### src/rtl/exe_mem_stage_buffer.sv
// EXE->MEM pipeline register: 2-entry skid buffer for ALU results plus the
// architectural NZCV register, whose carry bit feeds back to the ALU.
module exe_mem_stage_buffer #(
    parameter int DATA_W     = 32,
    parameter int REG_ADDR_W = 4
) (
    input  logic                  clk,
    input  logic                  rst_n,
    input  logic                  flush,
    input  logic                  in_valid,
    output logic                  in_ready,
    input  logic [DATA_W-1:0]     in_alu_result,
    input  logic [3:0]            in_status,
    input  logic                  in_s,
    input  logic                  in_wb_en,
    input  logic                  in_mem_r_en,
    input  logic                  in_mem_w_en,
    input  logic [REG_ADDR_W-1:0] in_dest,
    input  logic [DATA_W-1:0]     in_store_data,
    output logic                  out_valid,
    input  logic                  out_ready,
    output logic [DATA_W-1:0]     out_alu_result,
    output logic                  out_wb_en,
    output logic                  out_mem_r_en,
    output logic                  out_mem_w_en,
    output logic [REG_ADDR_W-1:0] out_dest,
    output logic [DATA_W-1:0]     out_store_data,
    output logic [3:0]            status,
    output logic                  carry_flag
);

    typedef struct packed {
        logic [DATA_W-1:0]     alu_result;
        logic                  wb_en;
        logic                  mem_r_en;
        logic                  mem_w_en;
        logic [REG_ADDR_W-1:0] dest;
        logic [DATA_W-1:0]     store_data;
    } entry_t;

    typedef enum logic [1:0] {EMPTY, ONE, FULL} state_t;

    state_t state_q, state_d;
    entry_t head_q, skid_q, in_entry;
    logic   acc, pop;
    logic   load_head_in, load_head_skid, load_skid;

    // in_ready decodes straight from the state register, so there is no
    // combinational path from out_ready back upstream.
    assign in_ready  = (state_q != FULL);
    assign out_valid = (state_q != EMPTY);
    assign acc       = in_valid & in_ready & ~flush;
    assign pop       = out_valid & out_ready;

    assign in_entry = '{alu_result: in_alu_result, wb_en: in_wb_en,
                        mem_r_en: in_mem_r_en, mem_w_en: in_mem_w_en,
                        dest: in_dest, store_data: in_store_data};

    always_comb begin
        state_d        = state_q;
        load_head_in   = 1'b0;
        load_head_skid = 1'b0;
        load_skid      = 1'b0;
        if (flush) begin
            state_d = EMPTY;
        end else begin
            case (state_q)
                EMPTY: if (acc) begin
                    state_d      = ONE;
                    load_head_in = 1'b1;
                end
                ONE: begin
                    if (acc && pop) begin
                        load_head_in = 1'b1;
                    end else if (acc) begin
                        state_d   = FULL;
                        load_skid = 1'b1;
                    end else if (pop) begin
                        state_d = EMPTY;
                    end
                end
                FULL: if (pop) begin
                    state_d        = ONE;
                    load_head_skid = 1'b1;
                end
                default: state_d = EMPTY;
            endcase
        end
    end

    always_ff @(posedge clk or negedge rst_n) begin
        if (!rst_n) state_q <= EMPTY;
        else        state_q <= state_d;
    end

    always_ff @(posedge clk or negedge rst_n) begin
        if (!rst_n) begin
            head_q <= '0;
            skid_q <= '0;
        end else begin
            if (load_head_in)        head_q <= in_entry;
            else if (load_head_skid) head_q <= skid_q;
            if (load_skid)           skid_q <= in_entry;
        end
    end

    // Flags follow accepted instructions, independent of MEM consumption.
    always_ff @(posedge clk or negedge rst_n) begin
        if (!rst_n)          status <= 4'b0000;
        else if (acc & in_s) status <= in_status;
    end

    assign carry_flag     = status[1];
    assign out_alu_result = head_q.alu_result;
    assign out_wb_en      = head_q.wb_en;
    assign out_mem_r_en   = head_q.mem_r_en;
    assign out_mem_w_en   = head_q.mem_w_en;
    assign out_dest       = head_q.dest;
    assign out_store_data = head_q.store_data;

endmodule

### config.mk
export PLATFORM = sky130hd
export DESIGN_NAME = exe_mem_stage_buffer
export DESIGN_NICKNAME = d
export VERILOG_FILES = /design/src/rtl/exe_mem_stage_buffer.sv
export SDC_FILE = /design/constraint.sdc
export NUM_CORES = 1
export LEC_CHECK = 0
export CAP_MARGIN = 20
export CELL_PAD_IN_SITES_DETAIL_PLACEMENT = 1
export CELL_PAD_IN_SITES_GLOBAL_PLACEMENT = 2
export CORE_UTILIZATION = 35
export DETAILED_ROUTE_END_ITERATION = 7
export PLACE_DENSITY_LB_ADDON = 0.1
export REMOVE_ABC_BUFFERS = 1
export SYNTH_ARGS = -nofsm -noshare
export SYNTH_HDL_FRONTEND = slang
export SYNTH_SLANG_ARGS = --single-unit
### constraint.sdc
create_clock -name clk -period 2.9 [get_ports clk]
set_input_delay 0.58 -clock clk [delete_from_list [all_inputs] [get_ports clk]]
set_output_delay 0.58 -clock clk [all_outputs]
set_load 0.05 [all_outputs]
# Word-level counts from Yosys, hierarchy flattened
# Cells that the tools add are included.
# Widths: inputs -> output; s select.
# totals
reg_bits	148
in_bits	81
# op_classes
mux	19
n_eq_ne	7
reduce_logical	5
bitwise_logic	5
# op_table
cell	count
$mux 71	2
$mux 2	6
$mux 1	9
$ne 3x3->1 const B	3
$pmux 2 s3	1
$and 1x1->1	4
$ne 4x4->1 const B	1
$reduce_and 4->1	1
$reduce_bool 2->1	2
$eq 2x1->1 const B	1
$eq 2x2->1 const B	1
$logic_not 2->1	1
$ne 2x2->1 const B	1
$pmux 1 s2	1
$logic_and 1x1->1	1
$not 1->1	1

# Logic depth before layout (Yosys ltp)
# Gate-level depths: netlist (run 1).
# depth
depth_word	8
ltp_mapped	5

# Worst setup path after synthesis (run 1)
# OpenSTA, ideal clock, no wires.
# synth_timing
path_kind	in2reg
start	input port flush
end	register head_q (netlist bit out_alu_result[0])
cell_stages	5
t_arrival_ns	1.703
setup_ns	0.125
path_buffers	2
t_required_ns	2.775
slack_ns	1.072
cell_sequence	and4bb_1 -> buf_6 -> buf_8 -> mux2_4 -> mux2_4
# synth_between
elab_chain_cells	7
# synth_rtl
item	line	text
start, declared	9	input logic flush,
$not 1->1	52	assign acc = in_valid & in_ready & ~flush;
$and 1x1->1	52	
$logic_and 1x1->1	73	if (acc && pop) begin
$mux 1	73	
$pmux 1 s2	67	case (state_q)
$mux 1	64	if (flush) begin
$mux 71 or $reduce_bool 2->1 (tied branches)	--	
end signal, assigned	101	if (load_head_in) head_q <= in_entry;
end signal, assigned	102	else if (load_head_skid) head_q <= skid_q;
end, declared	44	entry_t head_q, skid_q, in_entry;
# Several ways; a longest one is shown, not always the timed one.
# A chain may end at the register's enable or synchronous reset.

# Worst setup path after layout (run 1)
# layout_timing
start	register state_q[1]
end	output port out_valid
# layout_between
elab_chain_cells	1
# layout_rtl
item	line	text
start, declared	43	state_t state_q, state_d;
start signal, assigned	93	else state_q <= state_d;
$reduce_bool 2->1	51	assign out_valid = (state_q != EMPTY);
end, declared	20	output logic out_valid,
# No other way between the ends.

==> impl_metrics.prom, run 1 <==
# TYPE chip_impl_metric gauge
chip_impl_metric{name="max_stage_delay",unit="ps"} 700
chip_impl_metric{name="die-area",unit="mm2"} 0.02067
chip_impl_metric{name="number_of_buffers_created_by_cts",unit=""} 17
chip_impl_metric{name="worst_margin_slew",unit="ps"} 639.4
chip_impl_metric{name="synth.distinct_cells",unit=""} 22
chip_impl_metric{name="max-cap-violations",unit=""} 0
chip_impl_metric{name="worst_ep_arrival_time",unit="ps"} 1900
chip_impl_metric{name="path_max_fanout",unit=""} 7
chip_impl_metric{name="power.share.clock",unit="%"} 28.1
chip_impl_metric{name="finalWirelength",unit="mm"} 15.65
chip_impl_metric{name="clock-skew-final",unit="ps"} 8.100
chip_impl_metric{name="synthArstFlopShare",unit="%"} 100.0
chip_impl_metric{name="fin_crit_sh",unit="%"} 85.52
chip_impl_metric{name="xor_xnor_cell_area_share_of_the_yosys_netlist",unit="%"} 0
chip_impl_metric{name="top_level_ports",unit=""} 159
chip_impl_metric{name="hpwl",unit="mm"} 10.25
chip_impl_info{name="worstSetupEndpointType",value="output port"} 1
chip_impl_metric{name="tightest_slew_margin_relative_to_the_limit",unit="%"} 57.37
chip_impl_metric{name="syn_avg_cell_area",unit="um2"} 17.37
chip_impl_metric{name="utilization",unit="%"} 48.15
chip_impl_metric{name="final-max-slew-violation-count",unit=""} 0
chip_impl_info{name="crit_chain",value="or2_2, clkdlybuf4s50_1"} 1
chip_impl_info{name="cts-root-buf",value="clkbuf_16"} 1
chip_impl_metric{name="drt_first_iter_violations",unit=""} 121
chip_impl_metric{name="initial_antenna_violation_count",unit=""} 0
chip_impl_metric{name="dpl.cell_count",unit=""} 816
chip_impl_metric{name="synth-compound-area-share",unit="%"} 0.4447
chip_impl_info{name="status",value="finished clean"} 1
chip_impl_metric{name="switching_share",unit="%"} 31.68
chip_impl_info{name="yosys_most_used_dff",value="dfrtp_1"} 1
chip_impl_metric{name="postCtsHoldBufs",unit=""} 0
chip_impl_info{name="worstSetupStartpointType",value="register"} 1
chip_impl_metric{name="postRouteAntennaNets",unit=""} 0
chip_impl_metric{name="cts.sinks",unit=""} 148
chip_impl_metric{name="final-hold-violation-count",unit=""} 0
chip_impl_metric{name="buffer_ports.inserted",unit=""} 158
chip_impl_metric{name="synth.yosys.warnings",unit=""} 0
chip_impl_metric{name="remaining_drc_errors",unit=""} 0
chip_impl_metric{name="crit_required",unit="ps"} 2320
chip_impl_info{name="cts_tree",value="done"} 1
chip_impl_metric{name="net-switching-power",unit="mW"} 2.331
chip_impl_info{name="timing.setup.critical_path_class",value="reg2out"} 1
chip_impl_metric{name="clock.fmax",unit="MHz"} 403.2
chip_impl_metric{name="synth-adder-area-share",unit="%"} 0
chip_impl_metric{name="placement_rows",unit=""} 51
chip_impl_metric{name="detail_route.wl_per_cell",unit="um"} 18.49
chip_impl_metric{name="yosys-mux-area-fraction",unit="%"} 42.35
chip_impl_metric{name="internal_power",unit="mW"} 5.026
chip_impl_metric{name="power.sequential.fraction",unit="%"} 38.7
chip_impl_metric{name="yosysSeqAreaShare",unit="%"} 52.65
chip_impl_metric{name="setup_viol",unit=""} 0
chip_impl_metric{name="finalHoldWorstSlack",unit="ps"} 144.9
chip_impl_metric{name="area_delta_synth_final",unit="%"} 34.10
chip_impl_metric{name="initial_utilization",unit="%"} 35.91
chip_impl_metric{name="finalWeightedCongestion",unit=""} 0.6886
chip_impl_metric{name="detail_route.vias_per_cell",unit=""} 4.696
chip_impl_metric{name="netlist_instances",unit=""} 405
chip_impl_metric{name="drive_above_1_share",unit="%"} 45.61
chip_impl_metric{name="clock_transition_at_the_registers_of_the_reported_paths",unit="ps"} 60
chip_impl_metric{name="final_cells",unit=""} 846
chip_impl_metric{name="floorplan_core_area",unit="mm2"} 0.01959
chip_impl_metric{name="number_of_nets_in_the_final_layout",unit=""} 651
chip_impl_metric{name="post-cts-setup-buffer-count",unit=""} 0
chip_impl_metric{name="grt_pass1_wl",unit="mm"} 25.07
chip_impl_metric{name="antennaDiodeCount",unit=""} 0
chip_impl_info{name="min_path_type",value="in2async"} 1
chip_impl_metric{name="max_rail_drop_vdd",unit="V"} 0.0004260
chip_impl_metric{name="num_vias",unit=""} 3973
chip_impl_metric{name="timing.final.crit_period",unit="ps"} 2480
chip_impl_metric{name="total_leakage_power",unit="nW"} 4.265
chip_impl_info{name="critical-path-slowest-cell",value="clkdlybuf4s50_1"} 1
chip_impl_metric{name="maximum_buffer_depth_of_the_clock_tree",unit=""} 2
chip_impl_metric{name="grt_pass1_vias",unit=""} 4621
chip_impl_metric{name="grt_overflow",unit=""} 0
chip_impl_metric{name="ys_ff_latch",unit=""} 148
chip_impl_metric{name="cts_max_level",unit=""} 4
chip_impl_metric{name="power_density",unit="mW/mm2"} 779.9
chip_impl_metric{name="worst_skew_pair.late_latency",unit="ps"} 420
chip_impl_metric{name="gr-usage-all-layers",unit="%"} 16.28
chip_impl_metric{name="firstDrtPassIters",unit=""} 4
chip_impl_metric{name="post_cts.resized_instances",unit=""} 0
chip_impl_metric{name="die_wd",unit="um"} 143.8
chip_impl_metric{name="combPwrFrac",unit="%"} 33.2
chip_impl_metric{name="mappedNetlistArea",unit="mm2"} 0.007034
chip_impl_metric{name="synth_edf_count",unit=""} 0
chip_impl_metric{name="fp.dieH",unit="um"} 143.8
chip_impl_metric{name="synth_simple_gate_area_share",unit="%"} 1.049
chip_impl_metric{name="final_total_negative_setup_slack",unit="ps"} 0
chip_impl_info{name="grt_setup_unrepaired",value="false"} 1
chip_impl_info{name="dominant_combinational_cell_family_by_area_after_synthesis",value="multiplexers"} 1
chip_impl_metric{name="grt_start_max_net_pins",unit=""} 72
## metrics by stage
stage                     instance area [um2]  setup WS [ps]  power (mW)
after floorplan                          6792          -1306       4.526
after global placement                   8882          294.4       5.254
after detailed placement                 8882          247.4       5.341
after CTS                                9433          395.2       7.466
after global routing                     9433          335.3       7.710
final                                    9433          419.8       7.357
## worst paths after layout
check	slack (ps)	endpoint	startpoint	cells after the start
max in group asynchronous	2010	out_store_data[22]	rst_n	2
worst min-delay path	140	out_alu_result[20]	rst_n	1
worst min register to register	510	status[3]	status[3]	1
worst max-delay path	420	out_valid	state_q[1]	2
worst max register to register	980	out_store_data[9]	state_q[1]	4
min in group clk	510	status[3]	status[3]	1
## cell families (layout without fill, tap and decap cells)
family / Yosys count / count (layout)
flip-flops: 148 / 148
AND/OR/NAND/NOR: 10 / 10
multiplexers: 218 / 218
buffers and inverters: 25 / 201
AO/OA/AOI/OAI: 4 / 4
## synthesized netlist by cell type, types with 2 or more instances
master,n,area [um2]
dfrtp_1,148,3704
mux2_4,140,2102
mux2_2,77,867.1
buf_2,8,40.04
buf_6,8,90.09
buf_8,7,105.1
nand3b_1,2,15.01
## state kept, by name (all words and copies together) (netlist names)
register,count
out_store_data,32
skid_q,71
out_alu_result,32
out_wb_en,1
out_mem_w_en,1
out_dest,4
state_q,2
out_mem_r_en,1
status,4
## per-layer routing
metal	GRT usage [%]	vias up	routed length [um]
met5	0	-	0
met4	5.207	0	155
met3	5.298	12	890
met2	26.90	97	7738
met1	20.04	2084	6860
li1	-	1780	-
## cell type report
| cell class | instances | area (um2) |
|---|---|---|
| inverters | 1 | 3.754 |
| well taps | 265 | 331.6 |
| repair buffers | 170 | 1748 |
| fillers | 1911 | 10160 |
| clock buffers | 20 | 466.7 |
| clock inverters | 10 | 83.83 |
| multi-input cells | 232 | 3095 |
| flip-flops and latches | 148 | 3704 |
## critical path: cells and delay by family (launching register included)
| family | cells | cell delay [ps] |
|---|---|---|
| flops | 1 | 460 |
| buf+inv | 1 | 700 |
| simple gates | 1 | 320 |
## power groups by stage
stage          Sequential [mW]  Combinational (mW)  Clock (mW)
5_1_grt                   2.91                2.57        2.22
3_3_place_gp              2.84                2.41           0
6_report                  2.85                2.44        2.07
2_1_floorplan             3.57               0.952           0
3_5_place_dp              2.88                2.46           0
4_1_cts                   2.85                2.47        2.14
## cells in the final DEF, fill, tap and decap left out
cell type        count
a211oi_1             1
a21oi_1              1
and4b_1              1
and4bb_4             1
buf_12               6
buf_4                6
buf_6                1
bufinv_16            1
clkbuf_16           17
clkbuf_8             3
clkdlybuf4s50_1    157
clkinv_2             6
clkinv_4             1
clkinvlp_4           2
dfrtp_1            148
inv_1                1
mux2_2              77
mux2_4             140
mux2i_1              1
nand2_1              1
nand2b_1             1
nand3b_1             2
nor2_1               1
nor3b_1              1
o21ai_4              1
o21ba_2              1
or2_2                1
or3b_2               1
(Power assumes the default switching activity.)
==> run 2, diff against run 1 <==
- CAP_MARGIN: 20 -> default
- CTS_CLUSTER_DIAMETER: default -> 50
==> results of run 2 <==
Same layout as run 1: the final DEF is identical, and so are final timing and power.
==> run 3, diff against run 2 <==
- DONT_BUFFER_PORTS: default -> 1
==> run 3 against run 2 <==
Compared with the run above:
- the flow now finishes with violations (hold timing)
- sequential share of layout area grew 8.4 points
- via count is 16% lower
- core utilization down 8.5 points
- sequential power rose by 28%
==> impl_metrics.prom, run 3 (same netlist as run 1, synthesis figures left out) <==
# TYPE chip_impl_metric gauge
chip_impl_info{name="status",value="finished with violations"} 1
chip_impl_info{name="failed_checks",value="hold timing"} 1
chip_impl_metric{name="drive_above_1_share",unit="%"} 61.34
chip_impl_metric{name="area_delta_synth_final",unit="%"} 10.48
chip_impl_metric{name="detail_route.vias_per_cell",unit=""} 4.893
chip_impl_metric{name="post-cts-setup-buffer-count",unit=""} 0
chip_impl_metric{name="final-hold-violation-count",unit=""} 148
chip_impl_metric{name="met2_wirelength",unit="mm"} 6.884
chip_impl_metric{name="setup_viol",unit=""} 0
chip_impl_metric{name="remaining_drc_errors",unit=""} 0
chip_impl_metric{name="die-area",unit="mm2"} 0.02067
chip_impl_metric{name="hpwl",unit="mm"} 8.886
chip_impl_metric{name="finalWirelength",unit="mm"} 14.22
chip_impl_metric{name="total_leakage_power",unit="nW"} 3.597
chip_impl_metric{name="num_vias",unit=""} 3347
chip_impl_metric{name="number_of_nets_in_the_final_layout",unit=""} 487
chip_impl_info{name="layout.cells.most_common",value="dfrtp_1"} 1
chip_impl_metric{name="path_max_fanout",unit=""} 38
chip_impl_metric{name="met3RoutedLength",unit="mm"} 1.408
chip_impl_info{name="largest-register",value="skid_q"} 1
chip_impl_info{name="worstSetupEndpointType",value="register"} 1
chip_impl_info{name="cts_tree",value="done"} 1
chip_impl_metric{name="worst_margin_slew",unit="ps"} 905.3
chip_impl_metric{name="max-cap-violations",unit=""} 0
chip_impl_metric{name="firstDrtPassIters",unit=""} 4
chip_impl_metric{name="grt_pass1_vias",unit=""} 3786
chip_impl_metric{name="top_level_ports",unit=""} 159
chip_impl_metric{name="placed_area",unit="mm2"} 0.007204
chip_impl_metric{name="grt_pass1_wl",unit="mm"} 22.17
chip_impl_info{name="worstSetupStartpointType",value="register"} 1
chip_impl_metric{name="timing.final.crit_period",unit="ps"} 1982
chip_impl_metric{name="max_stage_delay",unit="ps"} 450
chip_impl_metric{name="die_wd",unit="um"} 143.8
chip_impl_metric{name="gr-usage-all-layers",unit="%"} 14.39
chip_impl_metric{name="met1Wirelength",unit="mm"} 5.820
chip_impl_metric{name="drt_first_iter_violations",unit=""} 90
chip_impl_info{name="final_cell_mix",value="dfrtp_1 (148), mux2_4 (140), mux2_2 (77)"} 1
chip_impl_info{name="crit_chain",value="and4bb_4, buf_12, mux2_4, mux2_4"} 1
chip_impl_metric{name="postLayoutCellArea",unit="mm2"} 0.007771
chip_impl_metric{name="clock.fmax",unit="MHz"} 504.7
chip_impl_metric{name="placement_rows",unit=""} 51
chip_impl_metric{name="finalHoldWorstSlack",unit="ps"} -144.2
chip_impl_metric{name="sequential_cell_area",unit="mm2"} 0.003704
chip_impl_metric{name="grt_start_max_net_pins",unit=""} 149
chip_impl_info{name="timing.setup.critical_path_class",value="reg2reg"} 1
chip_impl_metric{name="floorplan_core_area",unit="mm2"} 0.01959
chip_impl_metric{name="finalWeightedCongestion",unit=""} 0.6302
chip_impl_metric{name="power_density",unit="mW/mm2"} 876.8
chip_impl_metric{name="postRouteAntennaNets",unit=""} 0
chip_impl_metric{name="clock-skew-final",unit="ps"} 14.35
chip_impl_metric{name="final_total_negative_setup_slack",unit="ps"} 0
chip_impl_metric{name="tightest_slew_margin_relative_to_the_limit",unit="%"} 39.64
chip_impl_metric{name="clock_transition_at_the_registers_of_the_reported_paths",unit="ps"} 70
chip_impl_metric{name="maximum_buffer_depth_of_the_clock_tree",unit=""} 2
chip_impl_metric{name="grt_overflow",unit=""} 0
chip_impl_info{name="cpMostUsedCell",value="mux2_4"} 1
chip_impl_metric{name="multi_input_comb_area",unit="mm2"} 0.003095
chip_impl_metric{name="initial_antenna_violation_count",unit=""} 0
chip_impl_metric{name="fin_crit_sh",unit="%"} 68.33
chip_impl_info{name="critical-path-slowest-cell",value="dfrtp_1"} 1
chip_impl_metric{name="fill_cells",unit=""} 1954
chip_impl_metric{name="final-max-slew-violation-count",unit=""} 0
chip_impl_info{name="grt_setup_unrepaired",value="false"} 1
chip_impl_metric{name="initial_utilization",unit="%"} 35.91
chip_impl_info{name="min_path_type",value="in2async"} 1
chip_impl_metric{name="fp.dieH",unit="um"} 143.8
chip_impl_metric{name="cts_max_level",unit=""} 4
chip_impl_metric{name="max_rail_drop_vdd",unit="V"} 0.0004500
chip_impl_metric{name="worst_ep_arrival_time",unit="ps"} 2270
chip_impl_info{name="maxUsedRoutingLayer",value="met4"} 1
chip_impl_metric{name="post_cts.resized_instances",unit=""} 0
chip_impl_info{name="cts-root-buf",value="clkbuf_16"} 1
chip_impl_metric{name="detail_route.wl_per_cell",unit="um"} 20.79
chip_impl_metric{name="buffer_ports.inserted",unit=""} 0
chip_impl_metric{name="crit_required",unit="ps"} 3190
chip_impl_metric{name="antennaDiodeCount",unit=""} 0
chip_impl_metric{name="worst_skew_pair.late_latency",unit="ps"} 410
chip_impl_metric{name="number_of_buffers_created_by_cts",unit=""} 17
chip_impl_metric{name="cts.sinks",unit=""} 148
chip_impl_metric{name="largest_register_ff_count",unit=""} 71
run 3: cell count changes in the layout (fill, tap and decap cells not counted), sizes merged:
cell	delta
clkdlybuf4s50	-157
buf	-7
inv	+2
bufinv	+1
clkinv	-1
run 3: worst max-delay path: cells and delay by family, from the launching register on:
kind	cells	cell delay (ps)
buffers and inverters	1	310
and+or+nand+nor	1	440
muxes	2	600
DFF	1	450
run 3: per-stage QoR:
stage               cells  power (mW)  utilization, %  setup slack [ps]
floorplan             381       4.526               -             -1306
global placement      652       4.655           36.78             831.8
detailed placement    652       4.727           36.78             800.7
CTS                   684       6.919           39.67             911.8
global route          684       7.124           39.67             762.1
finish                684       6.814           39.67             918.5
run 3: final timing paths:
check	start	endpoint	slack, ps	cells past startpoint
max	state_q[0]	out_alu_result[30]	920	4
min	rst_n	out_alu_result[20]	-140	0
max reg2reg	state_q[0]	out_alu_result[30]	920	4
min reg2reg	skid_q[48]	skid_q[48]	510	1
max in group asynchronous	rst_n	skid_q[1]	2770	0
min in group clk	out_ready	state_q[1]	220	1
run 3: where the power goes:
group | total (mW) | switching (mW) | internal, mW
clock | 2.14 | 0.875 | 1.27
sequential | 3.66 | 1.11 | 2.55
combinational | 1.01 | 0.240 | 0.771
run 3: area by class of cell:
cell class                 instances  area share [%]
sequential                       148           47.66
clock buffer                      20           5.619
multi-input combinational        232           39.83
clock inverter                    12           1.674
timing repair buffer               6          0.9016
inverter                           1         0.04830
tap                              265           4.267
run 3: routing by layer:
metal | global-route usage, % | up-vias
met5 | 0 | -
met4 | 4.031 | 0
met3 | 7.198 | 7
met1 | 17.69 | 1789
met2 | 22.13 | 100
li1 | - | 1451
